$ cat src/rtl/cam_threshold_capture.sv
// Camera capture and binarisation: decodes VSYNC/HREF YUYV bytes, thresholds luma
// and writes one bit per pixel at a strictly sequential raster address.
module cam_threshold_capture #(
    parameter int H_PIXELS = 320,
    parameter int V_LINES  = 240
) (
    input  logic        cam_pclk,
    input  logic        reset,
    input  logic        cam_vsync,
    input  logic        cam_href,
    input  logic [7:0]  cam_data,
    input  logic [7:0]  thresh,
    output logic        wr_en,
    output logic [16:0] wr_addr,
    output logic        wr_data,
    output logic        frame_done,
    output logic        frame_err
);

    localparam int COL_W  = $clog2(H_PIXELS + 1);
    localparam int LINE_W = $clog2(V_LINES + 2);

    localparam logic [COL_W-1:0]  COL_MAX      = COL_W'(H_PIXELS);
    localparam logic [COL_W-1:0]  COL_ONE      = COL_W'(1);
    localparam logic [LINE_W-1:0] LINE_MAX     = LINE_W'(V_LINES);
    localparam logic [LINE_W-1:0] LINE_SAT     = LINE_W'(V_LINES + 1);
    localparam logic [LINE_W-1:0] LINE_ONE     = LINE_W'(1);
    localparam logic [16:0]       FRAME_PIXELS = 17'(H_PIXELS * V_LINES);

    typedef enum logic [1:0] {
        SYNC,
        VBLANK,
        ACTIVE
    } state_t;

    state_t state;
    state_t state_next;

    logic              href_q;
    logic              phase;
    logic              bad;
    logic [7:0]        y_q;
    logic [7:0]        thresh_q;
    logic [COL_W-1:0]  col;
    logic [LINE_W-1:0] line;
    logic [16:0]       pix_addr;

    logic href_rise;
    logic href_fall;
    logic byte_phase;
    logic frame_start;
    logic frame_end;
    logic take_byte;
    logic line_end;
    logic in_range;
    logic frame_ok;

    assign href_rise  = cam_href & ~href_q;
    assign href_fall  = ~cam_href & href_q;
    assign byte_phase = href_rise ? 1'b0 : phase;
    assign in_range   = (col < COL_MAX) && (line < LINE_MAX);
    assign frame_ok   = (line == LINE_MAX) && !bad && (pix_addr == FRAME_PIXELS);

    always_ff @(posedge cam_pclk or posedge reset) begin
        if (reset) begin
            state <= SYNC;
        end else begin
            state <= state_next;
        end
    end

    // A rising vsync in ACTIVE takes priority over any byte sampled on the same edge.
    always_comb begin
        state_next  = state;
        frame_start = 1'b0;
        frame_end   = 1'b0;
        take_byte   = 1'b0;
        line_end    = 1'b0;
        case (state)
            SYNC: begin
                if (cam_vsync) begin
                    state_next = VBLANK;
                end
            end
            VBLANK: begin
                if (!cam_vsync) begin
                    state_next  = ACTIVE;
                    frame_start = 1'b1;
                end
            end
            ACTIVE: begin
                if (cam_vsync) begin
                    state_next = VBLANK;
                    frame_end  = 1'b1;
                end else begin
                    take_byte = cam_href;
                    line_end  = href_fall;
                end
            end
            default: begin
                state_next = SYNC;
            end
        endcase
    end

    always_ff @(posedge cam_pclk or posedge reset) begin
        if (reset) begin
            href_q     <= 1'b0;
            phase      <= 1'b0;
            bad        <= 1'b0;
            y_q        <= 8'd0;
            thresh_q   <= 8'd0;
            col        <= '0;
            line       <= '0;
            pix_addr   <= 17'd0;
            wr_en      <= 1'b0;
            wr_addr    <= 17'd0;
            wr_data    <= 1'b0;
            frame_done <= 1'b0;
            frame_err  <= 1'b0;
        end else begin
            href_q     <= cam_href;
            wr_en      <= 1'b0;
            frame_done <= 1'b0;
            frame_err  <= 1'b0;

            if (frame_start) begin
                col      <= '0;
                line     <= '0;
                pix_addr <= 17'd0;
                bad      <= 1'b0;
                phase    <= 1'b0;
                thresh_q <= thresh;
            end

            // Out-of-range pixels are dropped so the address run never exceeds one frame.
            if (take_byte) begin
                phase <= ~byte_phase;
                if (!byte_phase) begin
                    y_q <= cam_data;
                end else if (in_range) begin
                    wr_en    <= 1'b1;
                    wr_addr  <= pix_addr;
                    wr_data  <= (y_q >= thresh_q);
                    pix_addr <= pix_addr + 17'd1;
                    col      <= col + COL_ONE;
                end else begin
                    bad <= 1'b1;
                end
            end

            // A still-set phase at end of line means a luma byte lost its chroma partner.
            if (line_end) begin
                if ((col != COL_MAX) || phase) begin
                    bad <= 1'b1;
                end
                col   <= '0;
                phase <= 1'b0;
                if (line != LINE_SAT) begin
                    line <= line + LINE_ONE;
                end
            end

            if (frame_end) begin
                frame_done <= frame_ok;
                frame_err  <= ~frame_ok;
            end
        end
    end

endmodule

$ cat config.mk
export PLATFORM = sky130hd
export DESIGN_NAME = cam_threshold_capture
export DESIGN_NICKNAME = d
export VERILOG_FILES = /design/src/rtl/cam_threshold_capture.sv
export SDC_FILE = /design/constraint.sdc
export NUM_CORES = 1
export LEC_CHECK = 0
export BUFFER_PORTS_ARGS = -buffer_cell sky130_fd_sc_hd__buf_2
export CAP_MARGIN = 20
export CORE_AREA = 3 3 116 118
export CTS_BUF_LIST = sky130_fd_sc_hd__clkbuf_8
export CTS_CLUSTER_SIZE = 8
export DETAILED_ROUTE_END_ITERATION = 8
export DIE_AREA = 0 0 119 121
export GPL_ROUTABILITY_DRIVEN = 0
export PLACE_DENSITY = 0.52
export SLEW_MARGIN = 20
export SYNTH_ARGS = -nofsm -noshare
export SYNTH_HDL_FRONTEND = slang
export SYNTH_SLANG_ARGS = --single-unit
export TNS_END_PERCENT = 30
$ cat constraint.sdc
create_clock -name cam_pclk -period 2.4 [get_ports cam_pclk]
set_input_delay 0.12 -clock cam_pclk [delete_from_list [all_inputs] [get_ports cam_pclk]]
set_output_delay 0.12 -clock cam_pclk [all_outputs]
set_load 0.05 [all_outputs]
==> results of run 1 <==
-- kinds of logic after synthesis --
group,count (synthesis),share of synthesized area
AO/OA/AOI/OAI,56,0.0954
XOR/XNOR,4,0.00934
adder cells (fa/ha/maj),15,0.0500
buffers and inverters,41,0.0457
flip-flops,76,0.507
multiplexers,20,0.0564
AND/OR/NAND/NOR,170,0.236
-- Yosys cell counts, types with 5 or more instances --
master    instances  area [um2]
nand2_1          84         315
dfrtp_1          76        1900
inv_1            22        82.6
nand3_1          21         105
o21ai_0          16        80.1
a21oi_1          15        75.1
ha_1             15         188
mux2i_1          11         110
mux2_2            9         101
nand4_1           9        56.3
clkbuf_1          8        30.0
nor2_1            8        30.0
nor3_1            7        35.0
or3_1             7        43.8
buf_2             6        30.0
o211ai_1          5        37.5
-- critical path, cell delays in order (launching register included) --
cell     delay, ns
dfrtp_1       0.49
and4b_1       0.33
nand4_2       0.27
inv_1         0.42
buf_4         0.27
nand2_1       0.07
nand2_1       0.06
-- sequential cells by signal, indices dropped and copies added, names as in the netlist --
signal and flops:
pix_addr 17, frame_done 1, phase 1, href_q 1
bad 1, thresh_q 8, y_q 8, frame_err 1
state 2, col 9, wr_data 1, line 8
wr_addr 17, wr_en 1
-- cells in the final DEF (no fill, tap or decap), types with 2 or more instances in the layout --
cell | netlist | routed
a21oi_1 | 15 | 15
buf_4 | 0 | 5
and3_1 | 2 | 2
and4_1 | 3 | 3
nor4b_1 | 2 | 2
nor4_1 | 4 | 4
dlygate4sd3_1 | 0 | 16
nand4_2 | 2 | 2
clkbuf_8 | 0 | 11
and4b_1 | 2 | 2
ha_1 | 15 | 15
dfrtp_1 | 76 | 76
mux2i_1 | 11 | 11
nand4_1 | 9 | 9
nor2b_1 | 3 | 3
nand3_1 | 21 | 21
o41ai_1 | 3 | 3
and2_1 | 2 | 2
xnor2_1 | 2 | 2
o21ai_0 | 16 | 16
o311ai_0 | 4 | 4
or3_1 | 7 | 7
nor3_1 | 7 | 7
or4_1 | 4 | 4
nor2_1 | 8 | 8
inv_1 | 22 | 21
buf_2 | 6 | 40
o31ai_1 | 4 | 4
nand2_1 | 84 | 84
o211ai_1 | 5 | 5
mux2_2 | 9 | 9
xor2_1 | 2 | 2
-- routing by layer --
metal	wire length (um)	vias to the layer above
li1	-	1449
met1	3800	1382
met2	4150	48
met3	255	4
met4	72	0
met5	0	-
-- worst paths after layout --
path | start | slack, ns | cells after the start | end
max in group asynchronous | reset | 1.66 | 4 | pix_addr[2]
min | cam_data[3] | 0.02 | 2 | y_q[3]
max reg2reg | state[0] | 0.42 | 6 | wr_addr[8]
min in group asynchronous | reset | 0.41 | 4 | pix_addr[0]
max | state[0] | 0.42 | 6 | wr_addr[8]
min reg2reg | wr_addr[4] | 0.47 | 2 | wr_addr[4]
-- layout make-up --
type / instances / area share
well taps: 172 / 0.0484
inverters: 22 / 0.0186
clock buffers: 11 / 0.0340
flip-flops and latches: 76 / 0.428
repair buffers: 62 / 0.0940
multi-input cells: 265 / 0.377
-- report_power, final --
part / switching, W / internal, W
logic: 0.000261 / 0.000213
registers: 0.0000798 / 0.00140
clock network: 0.000414 / 0.000404
-- metrics by stage --
step                       util  hold WS (ns)  setup WS [ns]
after floorplan               -         0.151          0.342
after global placement    0.329         0.249          0.478
after detailed placement  0.329         0.254          0.415
after CTS                 0.354       0.00216          0.399
after global routing      0.354       0.00379          0.244
final                     0.354        0.0215          0.421
==> metrics.md, run 1 <==
| Metric | Value |
|---|---|
| TritonCTS clock tree | `done` |
| Post-synthesis area per instance | `roughly 10 um2` |
| Largest net degree at the start of global routing | `between 70 and 80` |
| Nets@finish | `between 400 and 500` |
| Status | `complete, no violations` |
| Hold_buf cts | `16` |
| Filler cells | `1273` |
| Num CTS Buffers | `9` |
| Grt ovf | `0` |
| Count of final setup violators | `0` |
| Final Critical Period | `1.98 ns` |
| Final ANT Viol Nets | `0` |
| Mapped Nets | `between 400 and 500` |
| Synth Flop Type | `dfrtp_1` |
| Core area | `12600 um2` |
| I/O Pins | `41` |
| # diodes | `0` |
| Root Buffer | `clkbuf_8` |
| Routed WL | `~8300 um` |
| Die ar. | `14400 um2` |
| Pwr/cell area | `just over 600 nW/um2` |
| Number of distinct library cells after synthesis | `52` |
| Met2 usage | `0.214` |
| Gr busiest metal | `met2` |
| DR iter-0 viols | `roughly 190` |
| Post-synthesis sequential area ratio | `0.507` |
| Critical path class | `flop to flop` |
| Max Slew Vio Count | `0` |
| YS warnings | `0` |
| PortBufs | `40` |
| Sequential Area | `~1900 um2` |
| Post-CTS Repair Setup Buffers | `0` |
| H-tree depth | `3` |
| Area Overhead vs Synth | `18.5%` |
| Slew margin rel. | `0.655` |
| CTS sink cnt | `76` |
| Slew @ Worst Pin | `0.518 ns` |
| Mapped cell area | `3750 um2` |
| Placed Cells | `581` |
| RSZ-0062 raised after global routing | `false` |
| Worst-skew pair later-pin latency | `0.34 ns` |
| Post-synth EDFFs | `0` |
| Initial antenna violation count | `0` |
| Critical Path End Type | `flop` |
| Rows | `a little over 40` |
| DP Area | `slightly above 4000 um2` |
| Hold WC Path Type | `primary input to flop` |
| Final Hold Fails | `0` |
| Die Span X | `~120 um` |
| Critical path peak fanout | `13` |
| Layout cells sized above 1 | `0.172` |
| Worst IR Drop VDD | `between 0.2 and 0.25 mV` |
| Dpl hpwl | `around 5700 um` |
| Post-Layout Cell Count | `roughly 610` |
| Ys async rst share | `1.00` |
| Achievable Freq | `0.505 GHz` |
| CP arrival | `2.26 ns` |
| Pleak | `2.07 nW` |
| Worst Setup Start Kind | `flop` |
| CTS-repair resized insts | `0` |
| Max-Cap Viols | `0` |
| Syn Inst Count | `between 300 and 400` |
| Multi-input gate area | `between 1500 and 2000 um2` |
| First-pass GRT wire length | `14200 um` |
| Chip Height | `121 um` |
| Routed length per instance | `roughly 14 um` |
| Met3 global-route usage | `0.0256` |
| Synth Register Bits | `76` |
| Via count | `2883` |
| Initial Util | `0.299` |
| DRT Pass-1 Iters | `4` |
| Met1 usage | `0.150` |
| TNS Setup | `0 ns` |
| Max Clock Skew | `0.0111 ns` |
| Total power | `between 0.002 and 0.003 W` |
| Final period utilization | `0.825` |
| Final Instance Area | `roughly 4400 um2` |
| GRT Overall Usage | `0.123` |
| Longest Clk Path Bufs | `2` |
| Vias in the first global route | `2970` |
| Required @ worst endpoint | `approximately 2.7 ns` |
| Drt via density | `roughly 4.7` |
| Worst-path clk slew | `~0.070 ns` |
| DR DRC count | `0` |
(Power assumes the default switching activity.)
==> run 2: changes to the inputs <==
--- a/config.mk
+++ b/config.mk
@@ -13,7 +13,7 @@
 export DETAILED_ROUTE_END_ITERATION = 8
 export DIE_AREA = 0 0 119 121
 export GPL_ROUTABILITY_DRIVEN = 0
-export PLACE_DENSITY = 0.52
+export PLACE_DENSITY = 0.54
 export SLEW_MARGIN = 20
 export SYNTH_ARGS = -nofsm -noshare
 export SYNTH_HDL_FRONTEND = slang
==> constraint.sdc (replaced) <==
create_clock -name cam_pclk -period 1.8 [get_ports cam_pclk]
set_input_delay 0.09 -clock cam_pclk [delete_from_list [all_inputs] [get_ports cam_pclk]]
set_output_delay 0.09 -clock cam_pclk [all_outputs]
set_load 0.05 [all_outputs]
==> run 2 against run 1 <==
Maximum frequency is 13% higher. Cell count is 6.1% higher. Combinational power is 45% higher. Global-route usage is 0.072 points higher. Via count is 8.1% higher. Highest routed layer unchanged.
==> metrics.md, run 2 (synthesis results as in run 1) <==
| Metric | Value |
|---|---|
| Status | `complete, no violations` |
| Die Span X | `119 um (unchanged)` |
| Worst-path clk slew | `0.08 ns (about the same)` |
| Final Hold Fails | `0 (unchanged)` |
| PortBufs | `40 (unchanged)` |
| # diodes | `0 (unchanged)` |
| PnR worst setup slack | `0.0492 ns (-0.372 ns)` |
| Hold WS | `0.0457 ns (+0.0242 ns)` |
| Largest net degree at the start of global routing | `50 (-35%)` |
| Required @ worst endpoint | `2.04 ns (-0.64 ns)` |
| Initial antenna violation count | `0 (unchanged)` |
| Via count | `3116 (+8.1%)` |
| Worst path max stage delay | `0.44 ns (-0.05 ns)` |
| Crit path cell chain | `buf_4, nor4b_4, and2_4, o21a_1, mux2_2` |
| Pleak | `2.26 nW (+9.0%)` |
| Root Buffer | `clkbuf_8` |
| Routed length per instance | `13.6 um (-0.19%)` |
| Max Slew Vio Count | `0 (unchanged)` |
| Max stage delay cell, worst path | `dfrtp_2` |
| GRT Overall Usage | `0.124 (+0.000724)` |
| Final Critical Period | `1.75 ns (-0.228 ns)` |
| HP Start | `cam_vsync` |
| Vias in the first global route | `2981 (+0.37%)` |
| Nets@finish | `503 (+6.8%)` |
| Max-Cap Viols | `0 (unchanged)` |
| Place WS | `0.0185 ns (-0.397 ns)` |
| Longest Clk Path Bufs | `2 (unchanged)` |
| Biggest regs | `pix_addr x17, wr_addr x17, col x9` |
| Final period utilization | `0.973 (+0.148)` |
| Rows | `41 (unchanged)` |
| Core area | `12600 um2 (unchanged)` |
| Slew @ Worst Pin | `0.640 ns (+0.122 ns)` |
| Die ar. | `14400 um2 (unchanged)` |
| TritonCTS clock tree | `done` |
| Drt via density | `4.83 (+1.9%)` |
| Chip Height | `121 um (unchanged)` |
| Routed WL | `8760 um (+5.9%)` |
| Critical path peak fanout | `7 (-6)` |
| Critical path class | `flop to flop` |
| H-tree depth | `3 (unchanged)` |
| Slew margin rel. | `0.571 (-0.0833)` |
| Commonest non-fill, non-tap cell in the layout | `nand2_1` |
| Critical Path End Type | `flop` |
| Final ANT Viol Nets | `0 (unchanged)` |
| Worst-skew pair later-pin latency | `0.36 ns (+0.02 ns)` |
| Count of final setup violators | `0 (unchanged)` |
| DR DRC count | `0 (unchanged)` |
| Pwr/cell area | `817 nW/um2 (+31%)` |
| Achievable Freq | `0.571 GHz (+13%)` |
| Initial Util | `0.299 (unchanged)` |
| Worst IR Drop VDD | `0.283 mV (+32%)` |
| First-pass GRT wire length | `14400 um (+1.9%)` |
| Crit path launch | `state[0]` |
| Highest-count cells in the layout ignoring fill and taps | `nand2_1, dfrtp_1, buf_2, buf_4, inv_1` |
| CTS sink cnt | `76 (unchanged)` |
| Max Clock Skew | `0.0127 ns (+0.00156 ns)` |
| Worst Setup Start Kind | `flop` |
| Layout cells sized above 1 | `0.258 (+0.0859)` |
| Area Overhead vs Synth | `28.8%` |
| Dpl hpwl | `6180 um (+8.2%)` |
| Hold WC Path Type | `primary input to flop` |
| Num CTS Buffers | `9 (unchanged)` |
| CP arrival | `2.00 ns (-0.26 ns)` |
| Reg-to-reg critical path startpoint | `state[0]` |
| DR iter-0 viols | `181 (-6.2%)` |
| I/O Pins | `41 (unchanged)` |
| Grt ovf | `0 (unchanged)` |
| DRT Pass-1 Iters | `4 (unchanged)` |
==> run 2: layout make-up <==
type | instances | area [um2]
clock buffers | 9 | 124
clock inverters | 7 | 67.6
fillers | 1289 | 7740
inverters | 22 | 86.3
multi-input cells | 266 | 1760
flip-flops and latches | 76 | 1900
well taps | 172 | 215
repair buffers | 93 | 679
==> run 2: worst paths after layout <==
check | cells past startpoint | slack [ns] | to
setup / recovery | 5 | 0.05 | line[1]
hold / removal | 2 | 0.05 | state[1]
setup reg to reg | 5 | 0.05 | line[1]
hold reg to reg | 2 | 0.47 | wr_addr[9]
max in group asynchronous | 4 | 0.86 | col[6]
min in group asynchronous | 3 | 0.32 | pix_addr[4]
==> run 2: what timing repair did <==
action,4_1_cts,5_1_grt
setup endpoints to repair,1,31
hold endpoints to repair,39,0
resized for setup,0,19
buffers inserted,2,1
cloned,0,1
hold buffers,18,0
pin swaps,1,6
==> run 2: stage by stage <==
| step | utilization | instance area [um2] | setup TNS [ns] | total power, W | instances |
|---|---|---|---|---|---|
| 2_1_floorplan | - | 3760 | 0 | 0.00245 | 382 |
| 3_3_place_gp | 0.346 | 4350 | 0 | 0.00264 | 607 |
| 3_5_place_dp | 0.346 | 4350 | 0 | 0.00266 | 607 |
| 4_1_cts | 0.377 | 4730 | 0 | 0.00400 | 643 |
| 5_1_grt | 0.384 | 4830 | -0.0305 | 0.00419 | 645 |
| 6_report | 0.384 | 4830 | 0 | 0.00395 | 645 |
==> run 2: critical path: cells and delay by family (launching register included) <==
family | cells | cell delay, ns
mux | 1 | 0.33
flops | 1 | 0.44
simple gates | 2 | 0.55
buf+inv | 1 | 0.16
compound gates | 1 | 0.14
==> run 2: power breakdown <==
part | leakage (nW) | total, W | internal [W] | switching [W]
logic | 1.14 | 0.000686 | 0.000314 | 0.000372
registers | 1.02 | 0.00197 | 0.00187 | 0.0000967
clock network | 0.0968 | 0.00129 | 0.000635 | 0.000659
==> run 2: per-layer routing <==
| layer | vias to the layer above | global-route usage | share of wire |
|---|---|---|---|
| li1 | 1518 | - | - |
| met1 | 1528 | 0.163 | 0.47 |
| met2 | 59 | 0.198 | 0.47 |
| met3 | 11 | 0.0322 | 0.039 |
| met4 | 0 | 0.0406 | 0.014 |
| met5 | - | 0 | 0 |
==> run 3: changes to the inputs <==
==> constraint.sdc (replaced) <==
create_clock -name cam_pclk -period 1.8 [get_ports cam_pclk]
set_input_delay 0.36 -clock cam_pclk [delete_from_list [all_inputs] [get_ports cam_pclk]]
set_output_delay 0.36 -clock cam_pclk [all_outputs]
set_load 0.05 [all_outputs]
==> run 3 against run 2 <==
Global-route usage grew 0.37 points. Maximum frequency grew 2.9%. Sequential power is essentially flat. First-iteration DRC count shrank 6.6%.
==> metrics.md, run 3 (synthesis results as in run 1) <==
| Metric | Value |
|---|---|
| H-tree depth | `3 (unchanged)` |
| Layout cells sized above 1 | `0.274 (+0.0160)` |
| Commonest non-fill, non-tap cell in the layout | `nand2_1` |
| Via count | `3060 (-1.8%)` |
| Largest net degree at the start of global routing | `45 (-10%)` |
| Final Critical Period | `1.70 ns (-0.0485 ns)` |
| Required @ worst endpoint | `2.07 ns (+0.03 ns)` |
| Placed Cells | `613 (+0.99%)` |
| Max stage delay cell, worst path | `dfrtp_2` |
| Slew @ Worst Pin | `0.544 ns (-0.0958 ns)` |
| Worst-path clk slew | `0.09 ns (about the same)` |
| DRT Pass-1 Iters | `4 (unchanged)` |
| Num CTS Buffers | `9 (unchanged)` |
| First-pass GRT wire length | `14900 um (+3.0%)` |
| Pleak | `2.21 nW (-2.2%)` |
| TritonCTS clock tree | `done` |
| Worst-skew pair later-pin latency | `0.36 ns (about the same)` |
| FF-to-FF End | `col[5]` |
| Max Slew Vio Count | `0 (unchanged)` |
| Slew margin rel. | `0.637 (+0.0658)` |
| Worst Setup Start Kind | `flop` |
| Initial Util | `0.299 (unchanged)` |
| Final Hold Fails | `0 (unchanged)` |
| Nets@finish | `490 (-2.6%)` |
| Routed length per instance | `13.9 um (+2.0%)` |
| Post-Layout Cell Count | `632 (-2.0%)` |
| Root Buffer | `clkbuf_8` |
| Reg-to-reg critical path startpoint | `state[0]` |
| Total power | `0.00408 W (+3.5%)` |
| Grt ovf | `0 (unchanged)` |
| Rows | `41 (unchanged)` |
| Drt via density | `4.84 (+0.22%)` |
| CP arrival | `1.97 ns (-0.03 ns)` |
| Status | `complete, no violations` |
| Chip Height | `121 um (unchanged)` |
| Crit path cell chain | `and4b_1, nand4_2, buf_4, or3_1, a31oi_2` |
| I/O Pins | `41 (unchanged)` |
| Achievable Freq | `0.587 GHz (+2.9%)` |
| Area Overhead vs Synth | `24.9%` |
| Max Clock Skew | `0.0142 ns (+0.00157 ns)` |
| Initial antenna violation count | `0 (unchanged)` |
| Sequential Area | `1910 um2 (about the same)` |
| Multi-input gate area | `1740 um2 (-0.86%)` |
| DR DRC count | `0 (unchanged)` |
| R2r worst-path depth | `5 (unchanged)` |
| Count of final setup violators | `0 (unchanged)` |
| Max-Cap Viols | `0 (unchanged)` |
| CTS sink cnt | `76 (unchanged)` |
| R2R Setup Slk | `0.1 ns (+0.05 ns)` |
| DR iter-0 viols | `169 (-6.6%)` |
| Worst path max stage delay | `0.45 ns (about the same)` |
| Critical path peak fanout | `6 (-1)` |
| Final period utilization | `0.946 (-0.0270)` |
| Longest Clk Path Bufs | `2 (unchanged)` |
| Die ar. | `14400 um2 (unchanged)` |
| Critical Path End Type | `flop` |
| Die Span X | `119 um (unchanged)` |
| Core area | `12600 um2 (unchanged)` |
| Highest-count cells in the layout ignoring fill and taps | `nand2_1, dfrtp_1, buf_2, buf_4, inv_1` |
| Hold WC Path Type | `primary input to async pin` |
| Worst IR Drop VDD | `0.389 mV (+38%)` |
| Final ANT Viol Nets | `0 (unchanged)` |
| Biggest regs | `pix_addr x17, wr_addr x17, col x9` |
| Filler cells | `1293 (+0.31%)` |
| Routed WL | `8760 um (about the same)` |
| # diodes | `0 (unchanged)` |
| Pwr/cell area | `871 nW/um2 (+6.7%)` |
| PortBufs | `40 (unchanged)` |
| GRT Overall Usage | `0.127 (+0.00374)` |
| RSZ-0062 raised after global routing | `true` |
| Vias in the first global route | `3026 (+1.5%)` |
| Dpl hpwl | `6260 um (+1.3%)` |
| Critical path class | `flop to flop` |
==> run 3: cell count changes in the layout (fill, tap and decap cells not counted), sizes merged <==
cell,before,now
dlygate4sd3,18,0
buf,75,80
bufinv,1,2
clkbuf,9,10
clkinvlp,3,2
inv,23,22
==> run 3: worst max path at each step <==
stage | from | end | cells after the start
after floorplan | cam_vsync | line[1] | 6
after global placement | cam_vsync | pix_addr[16] | 6
after detailed placement | cam_vsync | pix_addr[16] | 6
after CTS | state[0] | pix_addr[16] | 5
after global routing | state[0] | pix_addr[9] | 5
final | state[0] | col[5] | 5
==> run 3: where the power goes <==
part	internal [W]	leakage, nW	switching, W	total (W)
clock	0.000818	0.113	0.000661	0.00148
sequential	0.00187	1.02	0.0000930	0.00196
combinational	0.000285	1.07	0.000357	0.000641
==> run 3: worst max-delay path: cells and delay by family, from the launching register on <==
family | cells | cell delay, ns
buffers and inverters | 1 | 0.19
flip-flops | 1 | 0.45
AO/OA/AOI/OAI | 1 | 0.18
AND/OR/NAND/NOR | 3 | 0.80
==> run 3: final cells by class <==
type / count / area share
Tap cell: 172 / 0.0459
Clock inverter: 6 / 0.0184
Timing Repair Buffer: 80 / 0.110
Sequential cell: 76 / 0.406
Multi-Input combinational cell: 266 / 0.371
Clock buffer: 10 / 0.0294
Inverter: 22 / 0.0184
==> run 3: per-layer routing <==
metal	wire length [um]	track usage	vias up
li1	-	-	1495
met1	4230	0.177	1490
met2	4010	0.195	64
met3	390	0.0322	11
met4	129	0.0398	0
met5	0	0	-
==> run 3: stage by stage <==
stage	worst slack, ns	hold slack (ns)	util	instance area, um2	setup TNS (ns)
final	0.0977	0.108	0.373	4690	0
after global routing	-0.00940	0.154	0.373	4690	-0.0123
after CTS	0.0184	0.116	0.366	4600	0
after detailed placement	-0.0000676	0.462	0.349	4380	-0.0000676
after global placement	-0.00653	0.454	0.349	4380	-0.00653
after floorplan	0.0213	0.391	-	3760	0
==> run 3: repair_timing <==
| item | in CTS | in global routing |
|---|---|---|
| endpoints found under the setup margin | 0 | 13 |
| endpoints found under the hold margin | 0 | 0 |
| buffers inserted | 0 | 2 |
| hold buffers | 0 | 0 |
| gates resized for setup | 0 | 14 |
